### config.mk
export PLATFORM = sky130hd
export DESIGN_NAME = led_pattern_gen
export DESIGN_NICKNAME = d
export VERILOG_FILES = /design/src/rtl/led_pattern_gen.sv
export SDC_FILE = /design/constraint.sdc
export NUM_CORES = 1
export LEC_CHECK = 0
export BUFFER_PORTS_ARGS = -buffer_cell sky130_fd_sc_hd__buf_2
export CAP_MARGIN = 10
export CORE_ASPECT_RATIO = 1.75
export CORE_MARGIN = 3
export CORE_UTILIZATION = 44
export DETAILED_ROUTE_END_ITERATION = 8
export GPL_ROUTABILITY_DRIVEN = 0
export GPL_TIMING_DRIVEN = 0
export PLACE_DENSITY = 0.7
export SLEW_MARGIN = 20
export SYNTH_ARGS = -nofsm -noshare
export SYNTH_HDL_FRONTEND = slang
export SYNTH_SLANG_ARGS = --single-unit
### constraint.sdc
create_clock -name CLK -period 2.2 [get_ports CLK]
set_clock_uncertainty 0.15 [all_clocks]
set_input_delay 0.11 -clock CLK [delete_from_list [all_inputs] [get_ports CLK]]
set_output_delay 0.11 -clock CLK [all_outputs]
set_load 0.05 [all_outputs]
### src/rtl/led_pattern_gen.sv
// led_pattern_gen
// Animated test-pattern generator for the red/green LED matrix. It drives
// one of four timed images: corner markers, a walking pixel, a toggling
// checkerboard or a row fill. Pixels and Frame are registered from the
// pattern state, so the image lags the state by one clock.
//
// Optional feature: define LED_PATTERN_STEP_EN to add the Step input. A
// rising edge on Step forces a single animation tick.
module led_pattern_gen #(
    parameter int ROWS     = 16,
    parameter int COLS     = 16,
    parameter int TICK_DIV = 4
) (
    input  logic                      CLK,
    input  logic                      RST_N,
    input  logic                      Enable,
    input  logic [1:0]                Mode,
`ifdef LED_PATTERN_STEP_EN
    input  logic                      Step,
`endif
    output logic [ROWS-1:0][COLS-1:0] RedPixels,
    output logic [ROWS-1:0][COLS-1:0] GrnPixels,
    output logic                      Frame
);

    localparam int NPIX  = ROWS * COLS;
    localparam int POS_W = (NPIX > 1) ? $clog2(NPIX) : 1;
    localparam int DIV_W = (TICK_DIV > 1) ? $clog2(TICK_DIV) : 1;

    localparam logic [POS_W-1:0] POS_LAST_PIX = POS_W'(NPIX - 1);
    localparam logic [POS_W-1:0] POS_LAST_ROW = POS_W'(ROWS - 1);
    localparam logic [DIV_W-1:0] DIV_LAST     = DIV_W'(TICK_DIV - 1);

    typedef enum logic [1:0] {
        MODE_CORNERS = 2'd0,
        MODE_WALK    = 2'd1,
        MODE_CHECKER = 2'd2,
        MODE_FILL    = 2'd3
    } mode_t;

    // Pattern state
    mode_t            mode_q;
    logic [DIV_W-1:0] div_q;
    logic [POS_W-1:0] pos_q;
    logic             phase_q;
    // Set on the tick that wraps a sequence; becomes Frame together with the
    // image that shows the wrapped state.
    logic             wrap_q;

    mode_t            mode_in;
    logic             mode_change;
    logic             tick;

    logic [ROWS-1:0][COLS-1:0] red_img;
    logic [ROWS-1:0][COLS-1:0] grn_img;

    assign mode_in     = mode_t'(Mode);
    assign mode_change = (mode_in != mode_q);

`ifdef LED_PATTERN_STEP_EN
    logic step_q;
    logic step_rise;

    // Previous Step level for edge detection; tracked even while disabled so
    // an edge seen during Enable=0 is consumed rather than replayed later.
    always_ff @(posedge CLK or negedge RST_N) begin
        if (!RST_N) begin
            step_q <= 1'b0;
        end else begin
            step_q <= Step;
        end
    end

    assign step_rise = Step & ~step_q;
    // A step coinciding with a natural divider tick still yields one tick.
    assign tick      = (div_q == DIV_LAST) | step_rise;
`else
    assign tick      = (div_q == DIV_LAST);
`endif

    // Advance divider, position and phase; a mode change restarts the pattern.
    always_ff @(posedge CLK or negedge RST_N) begin
        if (!RST_N) begin
            mode_q  <= MODE_CORNERS;
            div_q   <= '0;
            pos_q   <= '0;
            phase_q <= 1'b0;
            wrap_q  <= 1'b0;
        end else if (Enable) begin
            // NOTE: state registers use non-blocking assignments so every
            // branch below sees the pre-edge values of div_q/pos_q/phase_q.
            mode_q <= mode_in;
            wrap_q <= 1'b0;
            if (mode_change) begin
                div_q   <= '0;
                pos_q   <= '0;
                phase_q <= 1'b0;
            end else if (tick) begin
                div_q <= '0;
                case (mode_q)
                    MODE_CORNERS: begin
                        wrap_q <= 1'b1;
                    end
                    MODE_WALK: begin
                        if (pos_q == POS_LAST_PIX) begin
                            pos_q   <= '0;
                            phase_q <= ~phase_q;
                            wrap_q  <= 1'b1;
                        end else begin
                            pos_q <= pos_q + 1'b1;
                        end
                    end
                    MODE_CHECKER: begin
                        phase_q <= ~phase_q;
                        // Wraps on the tick that brings phase back to 0.
                        wrap_q  <= phase_q;
                    end
                    MODE_FILL: begin
                        if (pos_q == POS_LAST_ROW) begin
                            pos_q  <= '0;
                            wrap_q <= 1'b1;
                        end else begin
                            pos_q <= pos_q + 1'b1;
                        end
                    end
                endcase
            end else begin
                div_q <= div_q + 1'b1;
            end
        end
    end

    // Render the image for the current pattern state.
    always_comb begin
        // NOTE: both images get a full default first so no path through the
        // case/loops leaves a bit unassigned and infers a latch.
        red_img = '0;
        grn_img = '0;
        case (mode_q)
            MODE_CORNERS: begin
                red_img[0][0]             = 1'b1;
                red_img[ROWS-1][0]        = 1'b1;
                grn_img[0][COLS-1]        = 1'b1;
                grn_img[ROWS-1][COLS-1]   = 1'b1;
            end
            MODE_WALK: begin
                for (int r = 0; r < ROWS; r++) begin
                    for (int c = 0; c < COLS; c++) begin
                        if (pos_q == POS_W'(r * COLS + c)) begin
                            red_img[r][c] = ~phase_q;
                            grn_img[r][c] = phase_q;
                        end
                    end
                end
            end
            MODE_CHECKER: begin
                for (int r = 0; r < ROWS; r++) begin
                    for (int c = 0; c < COLS; c++) begin
                        red_img[r][c] = (((r + c) % 2) == 0) ^ phase_q;
                        grn_img[r][c] = ~red_img[r][c];
                    end
                end
            end
            MODE_FILL: begin
                for (int r = 0; r < ROWS; r++) begin
                    if (POS_W'(r) <= pos_q) begin
                        red_img[r] = '1;
                        grn_img[r] = '1;
                    end
                end
            end
        endcase
    end

    // Register the image and Frame; both hold/clear while disabled.
    always_ff @(posedge CLK or negedge RST_N) begin
        if (!RST_N) begin
            // NOTE: the pixel arrays are plain flops driving LEDs, not a RAM,
            // so they are reset to keep the matrix dark until the first image.
            RedPixels <= '0;
            GrnPixels <= '0;
            Frame     <= 1'b0;
        end else begin
            Frame <= Enable & wrap_q;
            if (Enable) begin
                RedPixels <= red_img;
                GrnPixels <= grn_img;
            end
        end
    end

endmodule

==> impl_metrics.py <==
metrics = {
    "status": {
        "status": "complete, but fails checks",
        "violations": "setup timing",
    },
    "critical_path": {
        "slowest_stage": "or4_4",
        "reg2reg_slack_ns": -0.04,
        "cp.arrival_ns": 2.52,
        "cp-start-kind": "register",
        "r2r_start": "pos_q[6]",
        "critical_path_class": "register to register",
        "cp_common_cell": "buf_6",
        "crit_required_ns": 2.49,
        "end_kind": "register",
        "crit_path_max_fanout": 6,
        "max_stage_delay_ns": 0.56,
        "cp.buffers_inverters": 4,
        "r2r_cells": 7,
        "cp_cell_sequence": "buf_6 > or4_4 > buf_12 > o41ai_4 > buf_6 > clkbuf_16 > o221ai_2",
        "cpLargestDelayFamily": "buffers and inverters",
        "rr_endpoint": "RedPixels[121]",
    },
    "die": {
        "ios": 518,
        "die_area_um2": 54870,
        "rows": 109,
        "die_w_um": 178.4,
        "coreArea_um2": 51010,
        "die_h_um": 307.6,
        "start_util": 0.4485,
    },
    "place": {
        "io_buffers": 517,
        "dp_hpwl_mm": 70.37,
        "placed_area_um2": 26470,
    },
    "synth": {
        "synth.most_common_cell": "dfrtp_1",
        "synth_edf_count": 0,
        "syn_nets": 2064,
        "ys_ff_latch": 527,
        "synth_common_cells": "dfrtp_1 (527), inv_1 (326), o221ai_1 (310), o2bb2ai_1 (184), clkbuf_1 (163)",
        "synth_cell_type_count": 56,
        "async_reset_ff_frac": 1.000,
        "avgSynthCellArea_um2": 11.14,
        "netlist.top_cell.by_area": "dfrtp_1",
        "ys.flop_type": "dfrtp_1",
        "synth.area.top_cells": "dfrtp_1 (58%), o221ai_1 (12%), o2bb2ai_1 (7.0%)",
        "syn_area_um2": 22870,
        "yosysSeqAreaShare": 0.5765,
        "synth_top_area_frac": 0.5765,
        "syn_inst": 2053,
        "ys_warn_count": 0,
    },
    "power_and_ir_drop": {
        "leakage_nw": 14.77,
        "peakVddDrop_mv": 0.5006,
        "power.total_mw": 25.77,
        "cellPowerDensity_nw_per_um2": 820.3,
    },
    "worst_hold_path": {
        "hold_depth": 5,
        "hp-start": "Enable",
        "whs_endpoint": "GrnPixels[127]",
        "hp-class": "primary input to register",
    },
    "cells_and_area": {
        "drive_gt1_frac": 0.4077,
        "register_area_um2": 13190,
        "final_area_um2": 31420,
        "area_growth_pct": 37.37,
        "nFillCells": 4131,
        "multiInputGateArea_um2": 9181,
        "nNetsFinal": 2734,
    },
    "drt": {
        "wl_mm": 99.76,
        "ant_nets": 0,
        "via_count": 21434,
        "viasPerCell": 6.258,
        "drt_iter0_drc": 1993,
        "wl_per_cell_um": 29.13,
        "firstDrtPassIters": 6,
        "remaining_drc_errors": 0,
    },
    "sta": {
        "rsz0062_at_grt": "true",
        "finalMaxSlewViolations": 0,
        "finalWorstSetupSlack_ns": -0.03636,
        "min_period_over_period": 1.017,
        "fin_crit_ns": 2.236,
        "tightest_slew_ns": 0.8382,
        "relSlewSlack": 0.4412,
        "max_freq_mhz": 447.2,
        "setup_viol": 30,
        "hold_viol_final": 0,
    },
    "global_route": {
        "grt_pass1_wl_mm": 140.3,
        "grt_max_degree": 105,
        "grt_antenna_before_repair": 2,
        "grt-ovfl-total": 0,
        "first_global_vias": 21230,
        "grt_usage": 0.3453,
    },
    "clock_network": {
        "cts_max_path_buffers": 3,
        "clk_pin_slew_worst_paths_ns": 0.07,
        "h-tree-depth": 2,
        "clkLatencyLatePin_ns": 0.58,
        "cts_root_buf": "clkbuf_16",
        "cts_buffers": 48,
        "cts_tree": "built",
        "cts.sinks": 527,
    },
    "job": {
        "cap_violations": 0,
    },
}
==> timing repair <==
action	4_1_cts	5_1_grt
setup endpoints to repair	509	558
buffers inserted	57	44
hold buffers	6	0
cloned	3	10
resized for setup	337	316
pin swaps	36	31
hold endpoints to repair	212	0
==> metrics by stage <==
stage | setup WS [ns] | utilization | hold WS [ns] | std cells | TNS, ns
floorplan | -0.009452 | - | -0.3356 | 2053 | -0.1760
global placement | -9.571 | 0.5155 | 0.2249 | 3236 | -5368.71
detailed placement | -1.235 | 0.5190 | -0.1504 | 3242 | -399.91
CTS | -0.1099 | 0.5820 | 0.01058 | 3372 | -1.558
global route | -0.09958 | 0.6160 | 0.007338 | 3423 | -8.563
finish | -0.03636 | 0.6161 | 0.005564 | 3425 | -0.3777
==> kinds of logic after synthesis <==
logic type,count (synthesis),share of synthesized area
compound gates,776,0.2783
xor+xnor,2,0.0007659
fa+ha+maj,6,0.003282
buf+inv,553,0.09611
flops,527,0.5765
mux,1,0.0004923
simple gates,188,0.04458
==> layout by cell type, fill, tap and decap left out, drive strengths merged, types with 2 or more instances in the layout <==
cell,Yosys,routed
o31ai,3,3
o2bb2ai,184,184
xor2,2,2
nand2b,5,5
nand3b,4,4
buf,60,708
nand2,67,67
o21ai,40,40
clkbuf,165,199
and2,15,15
nor2b,6,6
clkinv,1,8
ha,6,6
a31oi,13,13
or3,3,3
dfrtp,527,527
a2bb2oi,2,2
diode,0,2
o221ai,320,320
dlygate4sd3,0,5
inv,327,329
and3,10,10
nor4b,2,2
and3b,9,9
o41ai,3,3
nand3,12,12
nor4,3,3
a21oi,42,42
bufinv,0,7
and4,3,3
o211ai,6,6
nor2,25,25
a211oi,158,158
nand4,8,8
nor3,11,11
==> layer usage <==
metal  share of wire  vias up  GRT usage
met5               0        -          0
li1                -     8995          -
met1            0.33    10713     0.3776
met3           0.078      418    0.06674
met4           0.098        0     0.2609
met2            0.49     1308     0.5853
==> how the worst max path moves through the flow <==
stage | startpoint | to | slack, ns | cells past startpoint
3_3_place_gp | RST_N | RedPixels[170] | -9.57 | 1
4_1_cts | pos_q[4] | RedPixels[230] | -0.11 | 7
6_report | pos_q[6] | RedPixels[121] | -0.04 | 7
3_5_place_dp | pos_q[1] | RedPixels[19] | -1.23 | 5
5_1_grt | pos_q[7] | GrnPixels[208] | -0.1 | 8
2_1_floorplan | pos_q[0] | RedPixels[165] | -0.009 | 8
==> where the power goes <==
| part | switching [mW] | total (mW) | internal, mW | leakage (nW) |
|---|---|---|---|---|
| Clock | 3.81 | 8.97 | 5.16 | 0.813 |
| Combinational | 4.55 | 5.92 | 1.37 | 6.83 |
| Sequential | 0.487 | 10.9 | 10.4 | 7.13 |
==> flip-flops by register name, indices dropped and copies added, names as in the netlist <==
| name | count |
|---|---|
| phase_q | 1 |
| pos_q | 8 |
| wrap_q | 1 |
| GrnPixels | 256 |
| RedPixels | 256 |
| div_q | 2 |
| mode_q | 2 |
| Frame | 1 |
==> area by class of cell <==
class	instances	share of cell area
repair buffers	643	0.1247
flip-flops and latches	527	0.4198
multi-input cells	973	0.2922
diodes	2	0.0001593
clock inverters	16	0.009079
plain buffers	202	0.04480
clock buffers	68	0.04348
inverters	328	0.03930
well taps	666	0.02652
==> worst min-delay path, stage by stage <==
cell and delay (ns):
buf_2 0.13, o21ai_4 0.13, nor2_1 0.08, nand3_1 0.14
o221ai_2 0.10
No activity file was read; power rests on OpenSTA's default activity.
